### src/rtl/five_way_rr_scheduler_pkg.sv
// -----------------------------------------------------------------------------
// five_way_rr_scheduler_pkg
//   Shared definitions for the five-way round-robin scheduler:
//     NUM_REQ        requester count (fixed at 5)
//     id_t           3-bit requester index
//     state_t        scheduler FSM states IDLE / GRANT / GAP
//     LAST_ID_RESET  reset value of the round-robin pointer, chosen so the
//                    first scan after reset starts at index 0
//     id_to_onehot   index -> one-hot grant vector
// -----------------------------------------------------------------------------
package five_way_rr_scheduler_pkg;

  localparam int unsigned NUM_REQ = 5;
  localparam int unsigned ID_W    = 3;

  typedef logic [ID_W-1:0] id_t;

  typedef enum logic [1:0] {
    IDLE  = 2'd0,
    GRANT = 2'd1,
    GAP   = 2'd2
  } state_t;

  localparam id_t LAST_ID_RESET = id_t'(NUM_REQ - 1);

  function automatic logic [NUM_REQ-1:0] id_to_onehot(input id_t id);
    logic [NUM_REQ-1:0] v;
    v     = '0;
    v[id] = 1'b1;
    return v;
  endfunction

endpackage

### src/rtl/five_way_rr_scheduler_rr_pick5.sv
// -----------------------------------------------------------------------------
// rr_pick5
//   Combinational round-robin picker over five requesters. The scan visits
//   last_id+1, last_id+2, ... modulo 5, so the previous winner is examined
//   last and therefore has the lowest priority.
//
//   Ports
//     i_elig     [4:0]  eligible vector (request AND enable)
//     i_last_id  [2:0]  index of the most recent winner
//     o_found           at least one eligible requester exists
//     o_winner   [2:0]  index of the selected requester (0 when !o_found)
// -----------------------------------------------------------------------------
module rr_pick5
  import five_way_rr_scheduler_pkg::*;
(
  input  logic [4:0] i_elig,
  input  logic [2:0] i_last_id,
  output logic       o_found,
  output logic [2:0] o_winner
);

  int unsigned w_base;
  int unsigned w_sum;
  logic [2:0]  w_idx;

  always_comb begin
    o_found  = 1'b0;
    o_winner = '0;
    w_base   = {29'd0, i_last_id};
    w_sum    = 0;
    w_idx    = '0;
    for (int unsigned k = 1; k <= NUM_REQ; k++) begin
      w_sum = w_base + k;
      w_idx = 3'(w_sum % NUM_REQ);
      // First hit in scan order wins; later hits are ignored.
      if (!o_found && i_elig[w_idx]) begin
        o_found  = 1'b1;
        o_winner = w_idx;
      end
    end
  end

endmodule

### src/rtl/five_way_rr_scheduler.sv
// -----------------------------------------------------------------------------
// five_way_rr_scheduler
//   Five-requester round-robin scheduler with bounded grant tenure.
//   A grant lasts 1..MAX_HOLD cycles and is followed by exactly one gap cycle
//   with no grant. A tenure ends on owner release, owner dropping its request,
//   owner disabled by en_mask, or reaching MAX_HOLD cycles. Only the last case
//   is a forced revocation, flagged by timeout_pulse and counted in
//   timeout_cnt (saturating at 255).
//
//   Parameters
//     MAX_HOLD  maximum consecutive grant cycles per tenure (1..255)
//     NUM_REQ   requester count, fixed at 5
//
//   Ports
//     clk            clock, rising edge
//     rst_n          asynchronous active-low reset
//     req      [4:0] request levels
//     release_i[4:0] end-of-use pulses (only the owner's bit is honoured)
//     en_mask  [4:0] per-requester enable
//     gnt      [4:0] one-hot grant (registered)
//     gnt_valid      OR of gnt (registered)
//     gnt_id   [2:0] current/last owner index (registered)
//     timeout_pulse  one-cycle flag in the gap after a forced revocation
//     timeout_cnt[7:0] saturating forced-revocation count
// -----------------------------------------------------------------------------
module five_way_rr_scheduler
  import five_way_rr_scheduler_pkg::*;
#(
  parameter int unsigned MAX_HOLD = 16,
  parameter int unsigned NUM_REQ  = 5
) (
  input  logic               clk,
  input  logic               rst_n,
  input  logic [NUM_REQ-1:0] req,
  input  logic [NUM_REQ-1:0] release_i,
  input  logic [NUM_REQ-1:0] en_mask,
  output logic [NUM_REQ-1:0] gnt,
  output logic               gnt_valid,
  output logic [2:0]         gnt_id,
  output logic               timeout_pulse,
  output logic [7:0]         timeout_cnt
);

  localparam logic [7:0] HOLD_LAST = 8'(MAX_HOLD - 1);

  state_t             r_state;
  logic [NUM_REQ-1:0] r_gnt;
  logic               r_gnt_valid;
  id_t                r_gnt_id;
  id_t                r_last_id;
  logic [7:0]         r_hold_cnt;
  logic               r_timeout_pulse;
  logic [7:0]         r_timeout_cnt;

  logic [NUM_REQ-1:0] w_elig;
  logic               w_found;
  id_t                w_winner;
  logic               w_own_release;
  logic               w_own_drop;
  logic               w_own_disabled;
  logic               w_hold_limit;
  logic               w_exit;
  logic               w_timeout;

  assign w_elig = req & en_mask;

  rr_pick5 u_pick (
    .i_elig    (w_elig),
    .i_last_id (r_last_id),
    .o_found   (w_found),
    .o_winner  (w_winner)
  );

  // Masking with the one-hot grant selects the owner's bit; non-owner
  // release bits fall out naturally, and outside GRANT r_gnt is zero.
  assign w_own_release  = |(release_i & r_gnt);
  assign w_own_drop     = |(~req & r_gnt);
  assign w_own_disabled = |(~en_mask & r_gnt);
  assign w_hold_limit   = (r_hold_cnt == HOLD_LAST);
  assign w_exit         = w_own_release | w_own_drop | w_own_disabled | w_hold_limit;
  // A voluntary exit in the same cycle as the limit is not a revocation.
  assign w_timeout      = w_hold_limit & ~(w_own_release | w_own_drop | w_own_disabled);

  always_ff @(posedge clk or negedge rst_n) begin
    if (!rst_n) begin
      r_state         <= IDLE;
      r_gnt           <= '0;
      r_gnt_valid     <= 1'b0;
      r_gnt_id        <= '0;
      r_last_id       <= LAST_ID_RESET;
      r_hold_cnt      <= '0;
      r_timeout_pulse <= 1'b0;
      r_timeout_cnt   <= '0;
    end else begin
      r_timeout_pulse <= 1'b0;
      unique case (r_state)
        IDLE, GAP: begin
          if (w_found) begin
            r_state     <= GRANT;
            r_gnt       <= id_to_onehot(w_winner);
            r_gnt_valid <= 1'b1;
            r_gnt_id    <= w_winner;
            r_last_id   <= w_winner;
            r_hold_cnt  <= '0;
          end else begin
            r_state     <= IDLE;
          end
        end
        GRANT: begin
          if (w_exit) begin
            r_state     <= GAP;
            r_gnt       <= '0;
            r_gnt_valid <= 1'b0;
            if (w_timeout) begin
              r_timeout_pulse <= 1'b1;
              if (r_timeout_cnt != 8'hFF) begin
                r_timeout_cnt <= r_timeout_cnt + 8'd1;
              end
            end
          end else begin
            r_hold_cnt <= r_hold_cnt + 8'd1;
          end
        end
        default: begin
          r_state     <= IDLE;
          r_gnt       <= '0;
          r_gnt_valid <= 1'b0;
        end
      endcase
    end
  end

  assign gnt           = r_gnt;
  assign gnt_valid     = r_gnt_valid;
  assign gnt_id        = r_gnt_id;
  assign timeout_pulse = r_timeout_pulse;
  assign timeout_cnt   = r_timeout_cnt;

endmodule

### config.mk
export PLATFORM = sky130hd
export DESIGN_NAME = five_way_rr_scheduler
export DESIGN_NICKNAME = d
export VERILOG_FILES = /design/src/rtl/five_way_rr_scheduler_pkg.sv /design/src/rtl/five_way_rr_scheduler_rr_pick5.sv /design/src/rtl/five_way_rr_scheduler.sv
export SDC_FILE = /design/constraint.sdc
export NUM_CORES = 1
export LEC_CHECK = 0
export CAP_MARGIN = 40
export CELL_PAD_IN_SITES_DETAIL_PLACEMENT = 0
export CELL_PAD_IN_SITES_GLOBAL_PLACEMENT = 1
export CORE_AREA = 2 2 87 89
export CTS_CLUSTER_DIAMETER = 150
export DETAILED_ROUTE_END_ITERATION = 12
export DIE_AREA = 0 0 89 91
export PLACE_DENSITY = 0.95
export SYNTH_ARGS = -nofsm -noshare
export SYNTH_HDL_FRONTEND = slang
export SYNTH_SLANG_ARGS = --single-unit
### constraint.sdc
create_clock -name clk -period 8.2 [get_ports clk]
set_input_delay 2.05 -clock clk [delete_from_list [all_inputs] [get_ports clk]]
set_output_delay 2.05 -clock clk [all_outputs]
set_load 0.01 [all_outputs]
After elaboration in Yosys (flattened, before gate mapping)

Index checks and enable logic that the tools add are counted.

Flip-flop bits (word level): 31
Bits of input ports: 17
Logic and storage cells: 101

Add/sub/neg operators: 7
Div/mod/pow operators: 5
Order comparisons: 7
Equal/unequal tests: 7
Multiplexer cells: 37
Bitwise gates (word level): 11
Reduce and logical (&&, ||, !) cells: 19

Operator list:

| kind                                                                         | count |
|---|---|
| 32-bit by 3-bit modulo with 32-bit output, second input constant             | 5 |
| 3-bit by 4-bit less-than comparator with 1-bit output, second input constant | 6 |
| 5-bit AND                                                                    | 4 |
| 1-bit two-way mux                                                            | 17 |
| 8-bit by 1-bit adder with 8-bit output, second input constant                | 2 |
| 8-bit two-way mux                                                            | 2 |
| 8-bit one-hot mux with 2 select lines                                        | 1 |
| 1-bit binary-select mux with 3-bit select                                    | 5 |
| 3-bit two-way mux                                                            | 5 |
| 5-bit OR reduction                                                           | 3 |
| 5-bit two-way mux                                                            | 2 |
| 5-bit NOT                                                                    | 2 |
| 5-bit one-hot mux with 2 select lines                                        | 1 |
| 3-bit by 2-bit adder with 4-bit output, second input constant                | 2 |
| 3-bit by 3-bit adder with 4-bit output, second input constant                | 2 |
| 8-bit by 4-bit equality test with 1-bit output, second input constant        | 1 |
| 8-bit != test, second input constant                                         | 1 |
| 1-bit logical AND                                                            | 5 |
| 3-bit by 1-bit adder with 4-bit output, second input constant                | 1 |
| 1-bit zero test                                                              | 4 |
| 2-bit != test, second input constant                                         | 2 |
| 2-bit one-hot mux with 2 select lines                                        | 1 |
| 2-bit AND reduction                                                          | 2 |
| 4-bit AND reduction                                                          | 1 |
| other kinds (14)                                                             | 16 |

Depth between registers and ports, before layout

Gate-level depths: netlist of run 1.

Depth in word-level cells: 23
Mapped depth: 20
Mapped depth without buffers: 17

Cells and area by module

Synthesis of run 1 repeated with hierarchy kept, for this count alone.

Cell total of the unflattened synthesis: 375
Area total of the unflattened synthesis: 3191.8 um^2

By module, submodules not included:

| module                | instances | cells each | area each (um^2) | seq. area each (um^2) |
|---|---|---|---|---|
| rr_pick5              | 1         | 230        | 1699.1           | 0.0 |
| five_way_rr_scheduler | 1         | 145        | 1492.7           | 726.9 |

Worst setup path before layout of run 1

No wires, ideal clock.

Path kind: register to register
Start: register gnt_id[0] (netlist name)
End: register r_gnt[2], in the netlist gnt[2]
Library setup time: 0.122 ns
Data arrival time: 4.433 ns
Data required time: 8.078 ns
Setup slack: 3.646 ns
Stages on the path, launching flop included: 19
Buffers on the path: 3
Cells stage by stage: dfrtp_1 > buf_2 > inv_1 > buf_1 > ha_1 > inv_1 > ha_1 > inv_1 > ha_1 > nand2b_1 > o211a_1 > a31oi_1 > xor2_1 > a41o_1 > o211ai_2 > or2_4 > o31a_1 > buf_6 > a32o_1

RTL lines:

| item                 | RTL line                     | text |
|---|---|---|
| end signal, assigned | five_way_rr_scheduler.sv:100 | `r_gnt <= id_to_onehot(w_winner);` |
| end, declared        | five_way_rr_scheduler.sv:47  | `logic [NUM_REQ-1:0] r_gnt;` |

==> results_dict.tcl, run 1 <==
set metrics [dict create \
    status "complete, no violations" \
    synthMuxAreaShare 0.0419 \
    async_flop_share 1.00 \
    worstReg2RegStart "gnt_id[0]$_DFFE_PN0P_" \
    setup_viol_count_final 0 \
    initial_utilization 0.465 \
    cts_inserted_buffers 5 \
    die_width_um 89 \
    wl_per_cell_um 16.7 \
    ios 35 \
    reg2reg_to "gnt_id[1]$_DFFE_PN0P_" \
    cts_resized 0 \
    crit_fanout 35 \
    synth_top_family_by_area "compound AO/OA/AOI/OAI gates" \
    clk-insertion-delay-late_ps 280 \
    worstSetupPathDepth 16 \
    fin_setup_tns_ps 0 \
    reg2regPathDepth 16 \
    clock_tree.buffer_depth 2 \
    wirelength_um 8860 \
    synth-adder-area-share 0.112 \
    antenna_cells 0 \
    fillers 681 \
    grt-ovfl-total 0 \
    syn_to_final_growth_pct 15.5 \
    cts-htree-levels 2 \
    ys_ff_latch 29 \
    viasPerCell 6.02 \
    synth_simple_gate_area_share 0.247 \
    grt_pass1_wl_um 14200 \
    critPathTopFamily "adder cells" \
    max_freq_mhz 183 \
    crit_path_end_kind "flop" \
    reg2reg_slack_ps 2730 \
    rsz0062_at_grt "no" \
    grt-busiest-layer "met2" \
    critPathLaunch "gnt_id[0]$_DFFE_PN0P_" \
    synth_edf_count 0 \
    period_share 0.667 \
    die_area_um2 8100 \
    drc 0 \
    antenna_found_initial 0 \
    dp_hpwl_um 6900 \
    fp.dieH_um 91 \
    drive_gt1_frac 0.100 \
    skew_ps 8.71 \
    vias 3185 \
    synth_nets 446 \
    grt_pass1_vias 3086 \
    cts_tree "done" \
    antenna_left 0 \
    cts-root-buf "clkbuf_8" \
    cp.required_ps 8370 \
    slew_headroom 0.553 \
    ys_warn_count 0 \
    first_pass_iters 5 \
    slew_violations 0 \
    synth_compound_area_frac 0.264 \
    synth_xor_area_frac 0.0675 \
    gp_congestion 0.904 \
    cts_hold_buf 0 \
    yosysSeqAreaShare 0.219 \
    arrival_ps 5640 \
    ys_types 86 \
    crit_type "reg -> reg" \
    grt.met3_usage 0.0327 \
    min_from "gnt_valid$_DFFE_PN0P_" \
    clk_pin_slew_ps 60 \
    rows 31 \
    min_to "gnt_valid$_DFFE_PN0P_" \
    grt_util_met1 0.272 \
    port_buffers 34 \
    ys.flop_type "dfrtp_1" \
    postCtsSetupRepairBufs 0 \
    grt_max_degree 36 \
    drt_iter0_drc 218 \
    grt.total_usage 0.223 \
    core_um2 7140 \
    grt_util_met2 0.390 \
    hold_path_class "reg -> reg" \
    nets 475 \
    crit_path_max_incr_delay_ps 800 \
    critPathBufInv 4 \
    holdPathStages 2 \
    max_cap_violations 0 \
    cp_slowest_cell "ha_1" \
    worstMarginPinSlew_ps 670 \
    hold_violations 0 \
    crit_path_start_kind "flop" \
    fin_crit_ps 5470 \
    postSynthAreaPerCell_um2 8.29 \
    synth.cell_area_um2 3320 \
    cp_cell_sequence "buf_4 -> inv_1 -> ha_1 -> inv_1 -> ha_1 -> inv_1 -> ha_1 -> nor2b_1 -> a2bb2oi_1 -> a211oi_1 -> or2_1 -> or4_1 -> a21boi_2 -> a21o_2 -> o31a_1 -> mux2_2" \
    cts_sinks 29 \
    syn-instance-count 400 \
]
## worst min-delay path: cells and delay by family (launching register included)
kind             cells  cell delay, ps
DFF                  1             350
and+or+nand+nor      2             100
## cell usage after synthesis (6+ instances only)
cell type,n,area (µm²)
a211oi_1,6,45.0
a21oi_1,18,90.1
and2_1,6,37.5
and3_1,9,56.3
dfrtp_1,28,701
ha_1,28,350
inv_1,20,75.1
mux2i_1,6,60.1
nand2_1,44,165
nand3_1,19,95.1
nand4_1,7,43.8
nor2_1,33,124
nor3_1,10,50.1
nor4_1,6,37.5
o21ai_0,25,125
xnor2_1,11,96.3
xor2_1,9,78.8
## metal layers
layer / vias to the layer above / share of wire / routed length (µm)
met5: - / 0 / 0
met3: 24 / 0.061 / 543
met2: 134 / 0.49 / 4380
met1: 1501 / 0.42 / 3680
li1: 1526 / - / -
met4: 0 / 0.029 / 257
## through the flow
stage | hold slack [ps] | cells | worst slack (ps) | utilization | instance area [µm²]
floorplan | 450 | 400 | 3650 | - | 3320
global placement | 468 | 521 | 2780 | 0.520 | 3710
detailed placement | 469 | 521 | 2790 | 0.520 | 3710
CTS | 486 | 529 | 2760 | 0.536 | 3830
global route | 507 | 529 | 2350 | 0.536 | 3830
finish | 482 | 529 | 2730 | 0.536 | 3830
## cell usage in the layout, fill, tap and decap left out, types with 3 or more instances in the layout
| master | netlist | final |
|---|---|---|
| clkdlybuf4s50_1 | 0 | 34 |
| inv_1 | 20 | 20 |
| xnor2_1 | 11 | 11 |
| nor3_1 | 10 | 10 |
| clkbuf_8 | 0 | 6 |
| nand2b_1 | 3 | 3 |
| nand2_1 | 44 | 44 |
| a21oi_2 | 4 | 4 |
| mux2i_1 | 6 | 6 |
| nor4_1 | 6 | 6 |
| o31ai_1 | 3 | 3 |
| o21a_1 | 5 | 5 |
| o21ai_0 | 25 | 25 |
| dfrtp_1 | 28 | 28 |
| xor2_1 | 9 | 9 |
| or2_1 | 4 | 4 |
| and2_1 | 6 | 6 |
| nand3_1 | 19 | 19 |
| nor2b_1 | 5 | 5 |
| nor2_1 | 33 | 33 |
| a21oi_1 | 18 | 18 |
| ha_1 | 28 | 28 |
| mux2_2 | 5 | 5 |
| and3_1 | 9 | 9 |
| o31a_1 | 3 | 3 |
| nand4_1 | 7 | 7 |
| a211oi_1 | 6 | 6 |
| a31oi_1 | 4 | 4 |
## sequential cells by signal, summed over array words and instances (netlist names)
name           count
r_hold_cnt         8
timeout_cnt        8
gnt                5
gnt_id             3
r_state            2
gnt_valid          1
r_last_id          1
timeout_pulse      1
## logic make-up after synthesis
group,Yosys count
AOI/OAI and AO/OA,111
buffers and inverters,35
adders and majority gates,29
DFF,29
and+or+nand+nor,161
xor gates and xnor gates,23
muxes,12
## area by class of cell
| class | instances | area [µm²] | area share |
|---|---|---|---|
| Clock inverter | 1 | 30.0 | 0.00784 |
| Tap cell | 99 | 124 | 0.0324 |
| Sequential cell | 29 | 727 | 0.190 |
| Multi-Input combinational cell | 336 | 2430 | 0.634 |
| Inverter | 21 | 78.8 | 0.0206 |
| Timing Repair Buffer | 36 | 355 | 0.0928 |
| Clock buffer | 7 | 86.3 | 0.0225 |
## worst max-delay path by stage
| stage | slack [ps] | end |
|---|---|---|
| 6_report | 2730 | gnt_id[1]$_DFFE_PN0P_ |
| 5_1_grt | 2350 | gnt_id[1]$_DFFE_PN0P_ |
| 4_1_cts | 2760 | gnt_id[1]$_DFFE_PN0P_ |
| 3_5_place_dp | 2790 | gnt_id[1]$_DFFE_PN0P_ |
| 3_3_place_gp | 2780 | gnt_id[1]$_DFFE_PN0P_ |
| 2_1_floorplan | 3650 | gnt[2]$_DFFE_PN0P_ |
Power of run 1 is not shown: default switching activity piles up to over one toggle a cycle in this logic, so the estimate is an artifact.
==> run 2, diff against run 1 <==
--- a/config.mk
+++ b/config.mk
@@ -8,11 +8,11 @@
 export CAP_MARGIN = 40
 export CELL_PAD_IN_SITES_DETAIL_PLACEMENT = 0
 export CELL_PAD_IN_SITES_GLOBAL_PLACEMENT = 1
-export CORE_AREA = 2 2 87 89
+export CORE_AREA = 2 2 90 92
 export CTS_CLUSTER_DIAMETER = 150
 export DETAILED_ROUTE_END_ITERATION = 12
-export DIE_AREA = 0 0 89 91
-export PLACE_DENSITY = 0.95
+export DIE_AREA = 0 0 92 94
+export PLACE_DENSITY = 0.93
 export SYNTH_ARGS = -nofsm -noshare
 export SYNTH_HDL_FRONTEND = slang
 export SYNTH_SLANG_ARGS = --single-unit
==> constraint.sdc (replaced) <==
create_clock -name clk -period 5.55 [get_ports clk]
set_input_delay 1.3875 -clock clk [delete_from_list [all_inputs] [get_ports clk]]
set_output_delay 1.3875 -clock clk [all_outputs]
set_load 0.01 [all_outputs]
==> run 2 against run 1 <==
Effect of this change:
- register-to-register slack worse by 2100 ps
- non-clock buffer count is 5 higher
- critical path type unchanged
- largest cell class unchanged
- sequential share of layout area is 0.20 points lower
- wire length up 1.5%
- via count about the same
==> results_dict.tcl, run 2 (synthesis gave the netlist of run 1 again) <==
set metrics [dict create \
    reg2reg_to "gnt_id[1]$_DFFE_PN0P_" \
    die_area_um2 8650 \
    min_to "r_hold_cnt[0]$_DFFE_PN0P_" \
    min_from "r_state[1]$_DFFE_PN0P_" \
    cts_resized 0 \
    grt_pass1_wl_um 15000 \
    syn_to_final_growth_pct 16.7 \
    status "complete, no violations" \
    worstMarginPinSlew_ps 609 \
    initial_utilization 0.436 \
    rows 32 \
    crit_type "reg -> reg" \
    cts_inserted_buffers 5 \
    final_cell_mix "44 x nand2_1, 34 x clkdlybuf4s50_1, 33 x nor2_1" \
    drt_iter0_drc 254 \
    max_cap_violations 0 \
    antenna_cells 0 \
    cts-root-buf "clkbuf_8" \
    wirelength_um 8990 \
    hold_violations 0 \
    fp.dieH_um 94 \
    grt_pass1_vias 3134 \
    cp.required_ps 5710 \
    postCtsSetupRepairBufs 0 \
    cts-htree-levels 2 \
    slew_violations 0 \
    fin_crit_ps 4910 \
    holdPathStages 1 \
    antenna_left 0 \
    max_freq_mhz 204 \
    drc 0 \
    cts_tree "done" \
    core_um2 7610 \
    port_buffers 34 \
    first_pass_iters 5 \
    final_common_cell "nand2_1" \
    dp_hpwl_um 7010 \
    nets 480 \
    gp_congestion 0.886 \
    ios 35 \
    drive_gt1_frac 0.110 \
    reg2regPathDepth 15 \
    fillers 726 \
    worstReg2RegStart "gnt_id[0]$_DFFE_PN0P_" \
    cts_hold_buf 0 \
    arrival_ps 5070 \
    fin_setup_tns_ps 0 \
    hold_path_class "reg -> reg" \
    period_share 0.885 \
    clk-insertion-delay-late_ps 270 \
    vias 3187 \
    die_width_um 92 \
    reg2reg_slack_ps 640 \
    crit_path_start_kind "flop" \
    antenna_found_initial 0 \
    slew_headroom 0.592 \
    viasPerCell 5.93 \
    crit_path_end_kind "flop" \
    cts_sinks 29 \
    wl_per_cell_um 16.7 \
    crit_fanout 13 \
    grt_max_degree 30 \
    rsz0062_at_grt "no" \
    grt-ovfl-total 0 \
    skew_ps 4.52 \
    grt.total_usage 0.216 \
    clock_tree.buffer_depth 2 \
    clk_pin_slew_ps 60 \
    setup_viol_count_final 0 \
]
run 2: metrics by stage:
step | hold WS, ps | cells | utilization | area [µm²] | setup slack (ps)
floorplan | 450 | 400 | - | 3320 | 996
global placement | 465 | 529 | 0.493 | 3750 | 898
detailed placement | 478 | 529 | 0.493 | 3750 | 688
CTS | 491 | 537 | 0.509 | 3870 | 679
global route | 519 | 537 | 0.509 | 3870 | 285
finish | 491 | 537 | 0.509 | 3870 | 638
run 2: final cells by class:
cell class                      count  area [µm²]  area share
Clock inverter                      1        30.0     0.00776
Inverter                           21        78.8      0.0204
Multi-Input combinational cell    336        2430       0.627
Timing Repair Buffer               41         393       0.102
Clock buffer                        7        86.3      0.0223
Sequential cell                    29         727       0.188
Tap cell                          102         128      0.0330
run 2: how the worst max path moves through the flow:
| stage | from | endpoint | slack [ps] | cells past startpoint |
|---|---|---|---|---|
| floorplan | gnt_id[0]$_DFFE_PN0P_ | gnt[2]$_DFFE_PN0P_ | 1000 | 18 |
| global placement | gnt_id[0]$_DFFE_PN0P_ | gnt_id[1]$_DFFE_PN0P_ | 900 | 15 |
| detailed placement | gnt_id[0]$_DFFE_PN0P_ | gnt_id[1]$_DFFE_PN0P_ | 690 | 15 |
| CTS | gnt_id[0]$_DFFE_PN0P_ | gnt_id[1]$_DFFE_PN0P_ | 680 | 15 |
| global route | gnt_id[0]$_DFFE_PN0P_ | gnt_id[1]$_DFFE_PN0P_ | 280 | 15 |
| finish | gnt_id[0]$_DFFE_PN0P_ | gnt_id[1]$_DFFE_PN0P_ | 640 | 15 |
run 2: per-layer routing:
metal | up-vias | share of wire | global-route usage
met5 | - | 0 | 0
met4 | 0 | 0.023 | 0.0871
met3 | 18 | 0.053 | 0.0281
met2 | 115 | 0.46 | 0.342
met1 | 1515 | 0.47 | 0.299
li1 | 1539 | - | -
run 2: worst max-delay path, stage by stage, from the launching register on:
cell and delay, ps:
dfrtp_1 500, ha_1 350, xnor2_2 520, inv_2 220
ha_1 270, nor2_1 170, a21oi_1 110, xnor2_1 260
ha_1 250, a211oi_1 80, or2_1 280, or4_1 530
a21boi_2 220, a21o_2 200, o31a_1 450, mux2_2 380
Power of run 2 is left out for the same reason.
